## config.mk

```make
export PLATFORM = sky130hd
export DESIGN_NAME = fetch_stage
export DESIGN_NICKNAME = d
export VERILOG_FILES = /design/src/rtl/fetch_stage.sv
export SDC_FILE = /design/constraint.sdc
export NUM_CORES = 1
export LEC_CHECK = 0
export BUFFER_PORTS_ARGS = -buffer_cell sky130_fd_sc_hd__buf_2
export CELL_PAD_IN_SITES_DETAIL_PLACEMENT = 0
export CELL_PAD_IN_SITES_GLOBAL_PLACEMENT = 1
export CORE_AREA = 2 2 159 161
export CTS_CLUSTER_DIAMETER = 200
export DETAILED_ROUTE_END_ITERATION = 7
export DIE_AREA = 0 0 161 163
export GPL_TIMING_DRIVEN = 0
export PLACE_DENSITY = 0.73
export SYNTH_ARGS = -nofsm -noshare
export SYNTH_HDL_FRONTEND = slang
export SYNTH_SLANG_ARGS = --single-unit
```

## constraint.sdc

```tcl
create_clock -name clk -period 3.09 [get_ports clk]
set_input_delay 0 -clock clk [delete_from_list [all_inputs] [get_ports clk]]
set_output_delay 0 -clock clk [all_outputs]
set_load 0.01 [all_outputs]
```

## src/rtl/fetch_stage.sv

```systemverilog
// Instruction-fetch stage: owns the PC, addresses instruction memory and
// captures the returned word into the IF/ID pipeline register.
module fetch_stage #(
    parameter logic [31:0] RESET_PC        = 32'h0000_0000,
    parameter int unsigned IMEM_WORDS_LOG2 = 10
) (
    input  logic        clk,
    input  logic        reset,
    input  logic        stall,
    input  logic        redirect_valid,
    input  logic [31:0] redirect_pc,
    output logic [31:0] imem_addr,
    input  logic [31:0] imem_instr,
    output logic        ifid_valid,
    output logic [31:0] ifid_pc,
    output logic [31:0] ifid_pc_plus4,
    output logic [31:0] ifid_instr,
    output logic        pc_oob,
    output logic        misalign_err,
    output logic [31:0] fetch_count
);

    logic [31:0] pc_q, pc_d;
    logic        valid_q, valid_d;
    logic [31:0] ifid_pc_q, ifid_pc_d;
    logic [31:0] ifid_pc4_q, ifid_pc4_d;
    logic [31:0] ifid_instr_q, ifid_instr_d;
    logic        misalign_q, misalign_d;
    logic [31:0] count_q, count_d;
    logic [31:0] pc_plus4;

    assign pc_plus4 = pc_q + 32'd4;

    // Priority below reset: redirect > stall > advance.
    always_comb begin
        pc_d         = pc_q;
        valid_d      = valid_q;
        ifid_pc_d    = ifid_pc_q;
        ifid_pc4_d   = ifid_pc4_q;
        ifid_instr_d = ifid_instr_q;
        misalign_d   = misalign_q;
        count_d      = count_q;
        if (redirect_valid) begin
            pc_d         = {redirect_pc[31:2], 2'b00};
            valid_d      = 1'b0;
            ifid_pc_d    = '0;
            ifid_pc4_d   = '0;
            ifid_instr_d = '0;
            if (redirect_pc[1:0] != 2'b00) begin
                misalign_d = 1'b1;
            end
        end else if (!stall) begin
            pc_d         = pc_plus4;
            valid_d      = 1'b1;
            ifid_pc_d    = pc_q;
            ifid_pc4_d   = pc_plus4;
            ifid_instr_d = imem_instr;
            if (count_q != 32'hFFFF_FFFF) begin
                count_d = count_q + 32'd1;
            end
        end
    end

    always_ff @(posedge clk) begin
        if (reset) begin
            pc_q         <= RESET_PC;
            valid_q      <= 1'b0;
            ifid_pc_q    <= '0;
            ifid_pc4_q   <= '0;
            ifid_instr_q <= '0;
            misalign_q   <= 1'b0;
            count_q      <= '0;
        end else begin
            pc_q         <= pc_d;
            valid_q      <= valid_d;
            ifid_pc_q    <= ifid_pc_d;
            ifid_pc4_q   <= ifid_pc4_d;
            ifid_instr_q <= ifid_instr_d;
            misalign_q   <= misalign_d;
            count_q      <= count_d;
        end
    end

    assign imem_addr     = pc_q;
    assign ifid_valid    = valid_q;
    assign ifid_pc       = ifid_pc_q;
    assign ifid_pc_plus4 = ifid_pc4_q;
    assign ifid_instr    = ifid_instr_q;
    assign misalign_err  = misalign_q;
    assign fetch_count   = count_q;
    // Any address bit above the memory window set means the memory is aliasing.
    assign pc_oob        = (pc_q >> (IMEM_WORDS_LOG2 + 2)) != 32'd0;

endmodule

```

==> qor.yml <==
critical_path:
  critPathMaxFanout: 10
  worstSetupStartpointType: "flop"
  worstSetupPathType: "reg -> reg"
  cp.arrival_ns: 2.96
  rr_worst_depth: 8
  rrSetupSlack_ns: 0.45
  cp.required_ns: 3.41
  r2r_end: "fetch_count[18]"
  r2r-start: "fetch_count[0]"
  crit_path_end_kind: "flop"
global_routing:
  track_usage: 0.1815
  grt_max_degree: 17
  first_global_vias: 6592
  grt_antenna_before_repair: 0
  grt_pass1_wl_mm: 37.13
  overflow: 0
synth:
  syn_inst: 824
  synth_area_per_cell_sq_um: 8.774
  ys.flop_type: "dfxtp_1"
  yosysTopAreaCell: "dfxtp_1"
  ys_ff_latch: 156
  synthArstFlopShare: 0
  synth_area_leaders: "dfxtp_1 (43%), mux2i_1 (8.7%), nor2_1 (6.3%)"
  synth_area_sq_mm: 0.007229
  yosys_warnings: 0
  synth_cell_type_count: 61
  synth_top_area_frac: 0.4320
  synth_edf_count: 0
  yosysSeqAreaShare: 0.4320
power:
  intPower_mw: 3.468
  p_leak_nw: 4.175
  p_seq_frac: 0.443
  power_density_mw_per_mm2: 479.0
  power_frac_clock: 0.440
  power_frac_comb: 0.117
  p_switching_mw: 1.325
  ir_worst_vdd_v: 0.0002534
  netSwitchingFraction: 0.2765
hold_path:
  hold_path_depth: 4
  hold_path_class: "in -> reg"
  hold_end: "fetch_count[7]"
  hp-start: "stall"
timing:
  rsz0062_at_grt: "no"
  fin_crit_ns: 2.639
  timing.slew.headroom: 0.4048
  maxSlewViolCount: 0
  hold_viol: 0
  whs_ns: 0.03766
  worst_pin_slew_ns: 0.8928
  setup_tns_ns: 0
  post-route-period-util: 0.8542
  fmax_mhz: 378.9
  setup_viol: 0
  finalClockSkew_ns: 0.01182
floorplan:
  placementRows: 58
  fp.coreArea_sq_mm: 0.02467
  die_w_um: 161
  io_pins: 231
  start_util: 0.2930
  die_area_sq_mm: 0.02624
  die_y_um: 163
placed_design:
  gp_congestion: 0.8404
  dp_hpwl_mm: 18.04
  port_buffers: 223
final_layout:
  synthToLayoutAreaGrowth_pct: 38.44
  final_nets: 1206
  drive_gt1_frac: 0.2663
clocking:
  ctsResizeCount: 0
  htreeDepth: 4
  clock_latency_ns: 0.43
  numCtsBuffers: 17
  cts_root_buf: "clkbuf_16"
  numClockSinks: 156
  cts_max_path_buffers: 2
  cts_tree: "yes"
  clkTransAtPathRegs_ns: 0.07
job:
  drv_cap: 0
route:
  routed_wl_mm: 24.71
  drc: 0
  num_vias: 7104
  via_per_inst: 4.800
  antenna_left: 0
  drtIter0Drc: 354
  first_pass_iters: 5
  avgRoutedWirePerCell_um: 16.70
outcome:
  status: "completed"
power groups by stage:
stage | Combinational (mW) | Sequential [mW] | Clock [mW]
final | 0.559 | 2.13 | 2.11
after global routing | 0.609 | 2.13 | 2.24
after CTS | 0.561 | 2.12 | 2.15
after detailed placement | 0.493 | 2.17 | 0
after global placement | 0.489 | 2.17 | 0
after floorplan | 0.261 | 2.19 | 0
cell usage in the layout (no fill, tap or decap), types with 15 or more instances in the layout:
| master | n |
|---|---|
| dfxtp_1 | 156 |
| xnor2_1 | 42 |
| buf_1 | 15 |
| nand2_1 | 45 |
| a21oi_1 | 63 |
| clkbuf_16 | 17 |
| nand3_1 | 19 |
| buf_2 | 233 |
| or3_1 | 21 |
| mux2i_1 | 63 |
| a211oi_1 | 19 |
| o21ai_0 | 36 |
| clkbuf_1 | 42 |
| dlygate4sd3_1 | 65 |
| nor3_1 | 21 |
| nor2_1 | 122 |
registers in the layout, indices dropped and copies added, names as in the netlist:
signal,cells
ifid_instr,32
misalign_err,1
ifid_pc_plus4,30
fetch_count,32
imem_addr,30
ifid_valid,1
ifid_pc,30
cell families after synthesis:
| family | share of synthesized area |
|---|---|
| mux | 0.09190 |
| buf+inv | 0.05330 |
| compound gates | 0.1237 |
| fa+ha+maj | 0.003461 |
| other cells | 0.0005187 |
| flops | 0.4320 |
| xor+xnor | 0.06179 |
| simple gates | 0.2333 |
area by class of cell:
| type | count | area, sq um |
|---|---|---|
| Multi-Input combinational cell | 584 | 3740 |
| Clock buffer | 18 | 429.2 |
| Timing Repair Buffer | 288 | 1767 |
| Inverter | 14 | 52.55 |
| Clock inverter | 14 | 148.9 |
| Antenna cell | 1 | 2.502 |
| Fill cell | 2576 | 14670 |
| Tap cell | 330 | 412.9 |
| Buffer | 75 | 332.8 |
| Sequential cell | 156 | 3123 |
repair_timing:
item                                    4_1_cts  5_1_grt
endpoints found under the hold margin        64        0
setup buffers                                 0        0
endpoints found under the setup margin        0        0
hold buffers                                 65        0
through the flow:
stage	instances	power [mW]	worst slack, ns	area, sq um	utilization
2_1_floorplan	829	2.452	0.7435	7248	-
3_3_place_gp	1382	2.659	0.4581	8777	0.3557
3_5_place_dp	1382	2.663	0.4768	8777	0.3557
4_1_cts	1479	4.838	0.4584	10010	0.4055
5_1_grt	1479	4.986	0.2305	10010	0.4055
6_report	1480	4.794	0.4505	10010	0.4056
synth_stat cells, types with 3 or more instances:
cell	count
dfxtp_1	156
nor2_1	122
a21oi_1	63
mux2i_1	63
nand2_1	45
xnor2_1	42
clkbuf_1	41
o21ai_0	36
nor3_1	21
or3_1	21
a211oi_1	19
nand3_1	19
buf_1	15
inv_1	13
nand4_1	13
buf_2	10
or4_1	10
nor4_1	9
o31ai_1	9
xor2_1	9
nor4_2	8
nor2b_1	7
and4_1	6
buf_4	6
nor4b_2	4
or2_2	4
a311oi_1	3
and2_1	3
and3_1	3
mux2_2	3
nor3_2	3
o21a_1	3
metal layers:
layer | GRT usage | part of all wire | vias to the layer above
met5 | 0 | 0 | -
met4 | 0.06250 | 0.019 | 0
met3 | 0.03998 | 0.051 | 27
met2 | 0.2934 | 0.47 | 190
met1 | 0.2397 | 0.46 | 3374
li1 | - | - | 3513
critical path: stages (launching register included):
cell and delay, ns:
dfxtp_1 0.43, ha_1 0.23, or3b_1 0.35, buf_2 0.18
nor3b_4 0.29, nand2_2 0.16, buf_2 0.23, nor4b_2 0.30
mux2_2 0.35
worst max-delay path by stage:
stage	start	to	slack, ns	cells after the start
6_report	fetch_count[0]	fetch_count[18]	0.45	8
5_1_grt	fetch_count[0]	fetch_count[18]	0.23	8
4_1_cts	fetch_count[0]	fetch_count[18]	0.46	8
3_5_place_dp	fetch_count[0]	fetch_count[18]	0.48	8
3_3_place_gp	fetch_count[0]	fetch_count[18]	0.46	8
2_1_floorplan	fetch_count[0]	fetch_count[18]	0.74	8
(Power assumes the default switching activity.)
